--- src/rtl/fdtd_step_sequencer.sv ---
// Multi-timestep sequencer for the 1-D FDTD engine: Hy sweep, Ez sweep, source injection, each closed by a write-back.
// Optional busy-cycle counter: compile with `define FDTD_PERF_CNT_EN.
module fdtd_step_sequencer #(
  parameter int ADDR_W  = 6,
  parameter int STEP_W  = 16,
  parameter int HY_LAT  = 4,
  parameter int EZ_LAT  = 4,
  parameter int SRC_LAT = 2
) (
  input  logic              CLK,
  input  logic              RST_N,
  input  logic              start_i,
  input  logic              abort_i,
  input  logic [ADDR_W-1:0] num_cells_i,
  input  logic [STEP_W-1:0] num_steps_i,
  input  logic [ADDR_W-1:0] src_addr_i,
  output logic              busy_o,
  output logic              done_o,
  output logic [STEP_W-1:0] step_cnt_o,
  output logic              rd_hy_en_o,
  output logic [ADDR_W-1:0] rd_hy_addr_o,
  output logic              rd_ez_en_o,
  output logic [ADDR_W-1:0] rd_ez_addr_o,
  output logic              wr_hy_en_o,
  output logic [ADDR_W-1:0] wr_hy_addr_o,
  output logic              wr_ez_en_o,
  output logic [ADDR_W-1:0] wr_ez_addr_o,
  output logic [1:0]        calc_mode_o,
  output logic              wb_start_o,
  output logic [1:0]        wb_sel_o,
  input  logic              wb_done_i,
  output logic [31:0]       cycle_cnt_o
);
  localparam logic [3:0] S_IDLE      = 4'd0;
  localparam logic [3:0] S_HY_RUN    = 4'd1;
  localparam logic [3:0] S_HY_DRAIN  = 4'd2;
  localparam logic [3:0] S_HY_WB     = 4'd3;
  localparam logic [3:0] S_EZ_RUN    = 4'd4;
  localparam logic [3:0] S_EZ_DRAIN  = 4'd5;
  localparam logic [3:0] S_EZ_WB     = 4'd6;
  localparam logic [3:0] S_SRC_RUN   = 4'd7;
  localparam logic [3:0] S_SRC_DRAIN = 4'd8;
  localparam logic [3:0] S_SRC_WB    = 4'd9;
  localparam logic [3:0] S_DONE      = 4'd10;

  localparam logic [3:0] HY_LAST  = 4'(HY_LAT - 1);
  localparam logic [3:0] EZ_LAST  = 4'(EZ_LAT - 1);
  localparam logic [3:0] SRC_LAST = 4'(SRC_LAT - 1);

  logic [3:0]        state_reg, state_next;
  logic [ADDR_W-1:0] idx_reg, idx_next;
  logic [3:0]        drain_reg, drain_next;
  logic [STEP_W-1:0] step_cnt_reg, step_cnt_next;
  logic [ADDR_W-1:0] cells_reg, src_reg;
  logic [STEP_W-1:0] steps_reg;
  logic              wb_start_reg;
  logic              start_acc;
  logic [ADDR_W-1:0] last_idx;

  assign last_idx = cells_reg - ADDR_W'(1);

  always_comb begin
    state_next    = state_reg;
    idx_next      = idx_reg;
    drain_next    = drain_reg;
    step_cnt_next = step_cnt_reg;
    start_acc     = 1'b0;
    if (abort_i) begin
      state_next = S_IDLE;
      idx_next   = '0;
      drain_next = '0;
    end else begin
      case (state_reg)
        S_IDLE: if (start_i) begin
          start_acc     = 1'b1;
          step_cnt_next = '0;
          idx_next      = '0;
          drain_next    = '0;
          state_next    = (num_cells_i == '0 || num_steps_i == '0) ? S_DONE : S_HY_RUN;
        end
        S_HY_RUN, S_EZ_RUN: begin
          if (idx_reg == last_idx) begin
            idx_next   = '0;
            state_next = (state_reg == S_HY_RUN) ? S_HY_DRAIN : S_EZ_DRAIN;
          end else begin
            idx_next = idx_reg + ADDR_W'(1);
          end
        end
        S_SRC_RUN: state_next = S_SRC_DRAIN;
        // Drain length equals the phase latency so the last write lands in the final drain cycle.
        S_HY_DRAIN, S_EZ_DRAIN, S_SRC_DRAIN: begin
          if ((state_reg == S_HY_DRAIN && drain_reg == HY_LAST) ||
              (state_reg == S_EZ_DRAIN && drain_reg == EZ_LAST) ||
              (state_reg == S_SRC_DRAIN && drain_reg == SRC_LAST)) begin
            drain_next = '0;
            state_next = (state_reg == S_HY_DRAIN) ? S_HY_WB :
                         (state_reg == S_EZ_DRAIN) ? S_EZ_WB : S_SRC_WB;
          end else begin
            drain_next = drain_reg + 4'd1;
          end
        end
        S_HY_WB: if (wb_done_i) state_next = S_EZ_RUN;
        S_EZ_WB: if (wb_done_i) state_next = S_SRC_RUN;
        S_SRC_WB: if (wb_done_i) begin
          step_cnt_next = step_cnt_reg + STEP_W'(1);
          state_next    = (step_cnt_reg + STEP_W'(1) == steps_reg) ? S_DONE : S_HY_RUN;
        end
        default: state_next = S_IDLE;
      endcase
    end
  end

  always_ff @(posedge CLK or negedge RST_N) begin
    if (!RST_N) begin
      state_reg    <= S_IDLE;
      idx_reg      <= '0;
      drain_reg    <= '0;
      step_cnt_reg <= '0;
      cells_reg    <= '0;
      steps_reg    <= '0;
      src_reg      <= '0;
      wb_start_reg <= 1'b0;
    end else begin
      state_reg    <= state_next;
      idx_reg      <= idx_next;
      drain_reg    <= drain_next;
      step_cnt_reg <= step_cnt_next;
      wb_start_reg <= (state_next != state_reg) &&
                      (state_next == S_HY_WB || state_next == S_EZ_WB || state_next == S_SRC_WB);
      if (start_acc) begin
        cells_reg <= num_cells_i;
        steps_reg <= num_steps_i;
        src_reg   <= src_addr_i;
      end
    end
  end

  // Per-phase delay lines: {valid, index}; index is zero whenever valid is low.
  logic [ADDR_W:0] hy_push, ez_push;
  logic            src_push;
  logic [ADDR_W:0] hy_dly_reg [HY_LAT];
  logic [ADDR_W:0] hy_dly_in  [HY_LAT];
  logic [ADDR_W:0] ez_dly_reg [EZ_LAT];
  logic [ADDR_W:0] ez_dly_in  [EZ_LAT];
  logic            src_dly_reg [SRC_LAT];
  logic            src_dly_in  [SRC_LAT];

  assign hy_push  = {state_reg == S_HY_RUN, (state_reg == S_HY_RUN) ? idx_reg : '0};
  assign ez_push  = {state_reg == S_EZ_RUN, (state_reg == S_EZ_RUN) ? idx_reg : '0};
  assign src_push = (state_reg == S_SRC_RUN);

  for (genvar gi = 0; gi < HY_LAT; gi++) begin : g_hy_dly
    if (gi == 0) begin : g_head
      assign hy_dly_in[gi] = hy_push;
    end else begin : g_tail
      assign hy_dly_in[gi] = hy_dly_reg[gi-1];
    end
    always_ff @(posedge CLK or negedge RST_N) begin
      if (!RST_N) hy_dly_reg[gi] <= '0;
      else        hy_dly_reg[gi] <= abort_i ? '0 : hy_dly_in[gi];
    end
  end

  for (genvar gi = 0; gi < EZ_LAT; gi++) begin : g_ez_dly
    if (gi == 0) begin : g_head
      assign ez_dly_in[gi] = ez_push;
    end else begin : g_tail
      assign ez_dly_in[gi] = ez_dly_reg[gi-1];
    end
    always_ff @(posedge CLK or negedge RST_N) begin
      if (!RST_N) ez_dly_reg[gi] <= '0;
      else        ez_dly_reg[gi] <= abort_i ? '0 : ez_dly_in[gi];
    end
  end

  for (genvar gi = 0; gi < SRC_LAT; gi++) begin : g_src_dly
    if (gi == 0) begin : g_head
      assign src_dly_in[gi] = src_push;
    end else begin : g_tail
      assign src_dly_in[gi] = src_dly_reg[gi-1];
    end
    always_ff @(posedge CLK or negedge RST_N) begin
      if (!RST_N) src_dly_reg[gi] <= 1'b0;
      else        src_dly_reg[gi] <= abort_i ? 1'b0 : src_dly_in[gi];
    end
  end

  assign wr_hy_en_o   = hy_dly_reg[HY_LAT-1][ADDR_W];
  assign wr_hy_addr_o = hy_dly_reg[HY_LAT-1][ADDR_W-1:0];
  assign wr_ez_en_o   = ez_dly_reg[EZ_LAT-1][ADDR_W] | src_dly_reg[SRC_LAT-1];
  assign wr_ez_addr_o = ez_dly_reg[EZ_LAT-1][ADDR_W-1:0] | (src_dly_reg[SRC_LAT-1] ? src_reg : '0);

  always_comb begin
    rd_hy_en_o   = 1'b0;
    rd_hy_addr_o = '0;
    rd_ez_en_o   = 1'b0;
    rd_ez_addr_o = '0;
    calc_mode_o  = 2'd0;
    wb_sel_o     = 2'd0;
    case (state_reg)
      S_HY_RUN: begin
        rd_hy_en_o   = 1'b1;
        rd_hy_addr_o = idx_reg;
        rd_ez_en_o   = 1'b1;
        rd_ez_addr_o = (idx_reg == last_idx) ? idx_reg : idx_reg + ADDR_W'(1);
        calc_mode_o  = 2'd1;
      end
      S_HY_DRAIN: calc_mode_o = 2'd1;
      S_HY_WB:    wb_sel_o = 2'd1;
      S_EZ_RUN: begin
        rd_ez_en_o   = 1'b1;
        rd_ez_addr_o = idx_reg;
        rd_hy_en_o   = 1'b1;
        rd_hy_addr_o = (idx_reg == '0) ? '0 : idx_reg - ADDR_W'(1);
        calc_mode_o  = 2'd2;
      end
      S_EZ_DRAIN: calc_mode_o = 2'd2;
      S_EZ_WB:    wb_sel_o = 2'd2;
      S_SRC_RUN: begin
        rd_ez_en_o   = 1'b1;
        rd_ez_addr_o = src_reg;
        calc_mode_o  = 2'd3;
      end
      S_SRC_DRAIN: calc_mode_o = 2'd3;
      S_SRC_WB:    wb_sel_o = 2'd3;
      default: ;
    endcase
  end

  assign busy_o     = (state_reg != S_IDLE);
  assign done_o     = (state_reg == S_DONE);
  assign step_cnt_o = step_cnt_reg;
  assign wb_start_o = wb_start_reg;

`ifdef FDTD_PERF_CNT_EN
  logic [31:0] cycle_cnt_reg;
  always_ff @(posedge CLK or negedge RST_N) begin
    if (!RST_N)                                          cycle_cnt_reg <= '0;
    else if (start_acc)                                  cycle_cnt_reg <= '0;
    else if (busy_o && cycle_cnt_reg != 32'hFFFF_FFFF)   cycle_cnt_reg <= cycle_cnt_reg + 32'd1;
  end
  assign cycle_cnt_o = cycle_cnt_reg;
`else
  assign cycle_cnt_o = 32'd0;
`endif
endmodule

--- config.mk ---
export PLATFORM = sky130hd
export DESIGN_NAME = fdtd_step_sequencer
export DESIGN_NICKNAME = d
export VERILOG_FILES = /design/src/rtl/fdtd_step_sequencer.sv
export SDC_FILE = /design/constraint.sdc
export NUM_CORES = 1
export LEC_CHECK = 0
export ABC_CLOCK_PERIOD_IN_PS = 3400
export BUFFER_PORTS_ARGS = -buffer_cell sky130_fd_sc_hd__buf_2
export CORE_ASPECT_RATIO = 0.75
export CORE_MARGIN = 5
export CORE_UTILIZATION = 30
export DETAILED_ROUTE_END_ITERATION = 12
export HOLD_SLACK_MARGIN = 0.06
export PLACE_DENSITY = 0.47
export SYNTH_ARGS = -nofsm -noshare
export SYNTH_HDL_FRONTEND = slang
export SYNTH_SLANG_ARGS = --single-unit
--- constraint.sdc ---
create_clock -name CLK -period 3.4 [get_ports CLK]
set_input_delay 1.02 -clock CLK [delete_from_list [all_inputs] [get_ports CLK]]
set_output_delay 1.02 -clock CLK [all_outputs]
set_load 0.03 [all_outputs]
==> results.rst <==
.. list-table::
   :header-rows: 1

   * - Metric
     - Value
   * - Worst-Margin Slew
     - 0.9349 ns
   * - Most frequently used cell type in the post-synthesis netlist
     - dfrtp_1
   * - Global-route wire length before repair
     - 26.84 mm
   * - Synth area leaders
     - dfrtp_1 (47%), mux2_2 (5.1%), nor2b_1 (4.9%), buf_4 (3.9%), o21ai_0 (3.6%)
   * - Post-Syn Area
     - 6187 sq um
   * - Clock slew at the register clock pins of the worst setup and hold paths
     - 0.05 ns
   * - Clk sink count
     - 117
   * - Post-synthesis sequential area ratio
     - 47.32%
   * - Number of synthesized flops with an enable pin
     - 0
   * - Max Root-Sink Buffers
     - 2
   * - Cell at the root of the clock tree
     - clkbuf_16
   * - Final net count
     - 765
   * - Minimum period implied by the final worst setup slack
     - 3.696 ns
   * - Area share of the leading cell type in the synthesized netlist
     - 47.32%
   * - Overall die width
     - 175.8 um
   * - Seq. cell area
     - 2928 sq um
   * - Iter 0 DRT Violations
     - 364
   * - Placeable core area
     - 20270 sq um
   * - Hold buffer count at cts
     - 0
   * - Inserted Clock Buffers
     - 17
   * - Post-Synthesis Mean Instance Area
     - 9.837 sq um
   * - Inst Count DP
     - 957
   * - Last weighted congestion value of the routability-driven placer
     - 0.8690
   * - Yosys cell types
     - 60
   * - Final non-filler cell total
     - 995
   * - Worst Setup Path Type
     - flop to output pin
   * - Clock latency on the worst-skew pair
     - 0.41 ns
   * - Final setup violation count
     - 6
   * - H-Tree Level Count
     - 4
   * - Final Routed Wirelength
     - 16.89 mm
   * - Failing checks
     - negative setup slack
   * - Placement row count
     - 45
   * - Total cell area at the placement stage
     - 6848 sq um
   * - Worst setup slack after layout
     - -0.2957 ns
   * - Clock tree skew after final layout
     - 0.008280 ns
   * - Number of buffers added on ports
     - 83
   * - CP endpoint kind
     - output pin
   * - Most frequent cells after synthesis
     - dfrtp_1 (117), nor2b_1 (48), o21ai_0 (44)
   * - Synthesis warning total
     - 0
   * - CTS tree
     - done
   * - Y dimension of the die
     - 134.4 um
   * - Final cycle utilization of the critical path
     - 108.7%
   * - Number of global-route vias before repair
     - 4823
   * - Average routed wire per standard cell
     - 16.97 um
   * - Required time at the endpoint of the critical path
     - 2.38 ns
   * - Proportion of layout cells with a drive suffix above 1
     - 26.19%
   * - Via-to-Cell Ratio
     - 4.995
   * - Initial cell density of the core
     - 30.52%
   * - Power density cells
     - 533.0 nW/um^2
   * - Count of mapped cells out of synthesis
     - 629
   * - Fmax achieved
     - 270.6 MHz
   * - Final Hold Fails
     - 0
   * - Number of nets still failing antenna checks after routing
     - 0
   * - Via count
     - 4970
   * - Full die area
     - 23630 sq um
   * - Arrival time of data at the critical path endpoint
     - 2.68 ns
   * - Cell leakage power
     - 0.003590 uW
   * - Area of the multi-input gates
     - 2995 sq um
   * - Num ports
     - 116
   * - Post-Place Setup Slack
     - -0.02427 ns
   * - HP Class
     - flop to flop
   * - Global-route congestion overflow total
     - 0
   * - Flip-flop and latch count after synthesis
     - 117
   * - DPL Wire Length
     - 11.98 mm
   * - Max rail drop VDD
     - 0.0003501 V
   * - Relative max-transition margin
     - 37.68%
   * - Largest driver fanout on the critical path
     - 6
   * - Startpoint kind of the worst setup timing path
     - flop
   * - Setup repair after global routing missed its margin
     - yes
   * - Share of synthesized flip-flops with an asynchronous set or reset
     - 100.0%
   * - Fill count
     - 2030
   * - Antenna violations before repair
     - 0
   * - Cell type contributing the most total cell area after synthesis
     - dfrtp_1
   * - Total power draw
     - 4069 uW
   * - Number of max-cap violations
     - 0
   * - Post-synth top flop
     - dfrtp_1
   * - Post-route design area
     - 7635 sq um
   * - Pins Over Slew Limit
     - 0
   * - Maximum number of pins on one net before global-route repair
     - 70
   * - Number of remaining DRC errors
     - 0
   * - Count of inserted antenna diode cells
     - 0
   * - First-pass iteration count of the detailed router
     - 6
   * - Post-synthesis to final-layout area growth
     - 23.40%
   * - Outcome
     - complete, but fails checks
   * - Total track usage
     - 14.45%
==> metrics by stage <==
stage                TNS, ns  utilization (%)  hold slack [ns]
floorplan                  0                -           0.4385
global placement           0            33.78           0.4409
detailed placement  -0.02427            33.78           0.4463
CTS                   -1.331            37.40           0.4560
global route          -2.623            37.67           0.4802
finish                -1.682            37.67           0.4528
==> final timing paths <==
kind | startpoint | to | slack [ns] | cells after the start
max in group asynchronous | RST_N | ez_dly_in[8] | 1.89 | 2
worst max-delay path | cells_reg[0] | rd_ez_addr_o[1] | -0.30 | 8
worst min-delay path | src_dly_in[0] | src_dly_reg[0] | 0.45 | 1
worst min register to register | src_dly_in[0] | src_dly_reg[0] | 0.45 | 1
min in group asynchronous | RST_N | step_cnt_o[3] | 0.73 | 1
worst max register to register | step_cnt_o[0] | state_reg[0] | 0.45 | 8
==> worst max-delay path, stage by stage, from the launching register on <==
cell and delay [ns]:
dfrtp_1 0.40, or3_4 0.42, nor4_4 0.23, o2111ai_4 0.17, nor3_4 0.36, nor2_1 0.17
a222oi_1 0.27, inv_1 0.09, buf_6 0.15
==> cells by family (layout without fill, tap and decap cells) <==
kind of cell | count (synthesis) | after routing | synth area share (%)
compound gates | 126 | 126 | 13.55
xor+xnor | 30 | 30 | 4.247
fa+ha+maj | 8 | 8 | 1.618
buf+inv | 87 | 164 | 7.361
flops | 117 | 117 | 47.32
mux | 33 | 33 | 5.905
other cells | 1 | 32 | 0.06061
simple gates | 227 | 227 | 19.94
==> routing by layer <==
| layer | track usage, % | vias up | share of wire, % |
|---|---|---|---|
| li1 | - | 2351 | - |
| met1 | 21.76 | 2446 | 50 |
| met2 | 20.42 | 159 | 43 |
| met3 | 3.578 | 14 | 5.8 |
| met4 | 4.199 | 0 | 1.3 |
| met5 | 0 | - | 0 |
==> cells in the final DEF (no fill, tap or decap), types with 4 or more instances in the layout <==
cell         n
inv_1       16
nor4_1       5
o41ai_1      6
o21ai_0     42
or4_1        5
clkinv_4     4
mux2_2      28
dfrtp_1    117
conb_1      32
buf_4       33
buf_2       76
xnor2_1     16
nor2_1      40
nor2b_1     48
clkbuf_16   17
nand2_1     35
ha_1         7
mux2i_1      5
a31oi_1      5
xor2_1      12
buf_6        6
a21o_1       8
a22o_1       4
nor3_1      22
and2_1      10
o31ai_1     12
a221o_1      4
bufinv_16    4
a21oi_1     15
or3_1        5
nand3b_1     4
nand3_1     16
nand2b_1     6
nand4_1      8
nor3b_1      4
==> what timing repair did <==
action / 4_1_cts / 5_1_grt
resized for setup: 18 / 9
pin swaps: 12 / 5
setup buffers: 4 / 2
endpoints found under the setup margin: 6 / 9
==> report_power, final <==
part,total (uW),switching (uW),internal [uW]
Combinational,587,349,238
Sequential,1570,94.2,1480
Clock,1910,679,1230
==> layout make-up <==
class                           instances  share of cell area (%)
Multi-Input combinational cell        456                   39.23
Sequential cell                       117                   38.35
Timing Repair Buffer                  115                   9.112
Clock buffer                           17                   5.572
Tap cell                              258                   4.228
Clock inverter                         15                   2.671
Inverter                               17                  0.8358
No activity file was read; power rests on OpenSTA's default activity.
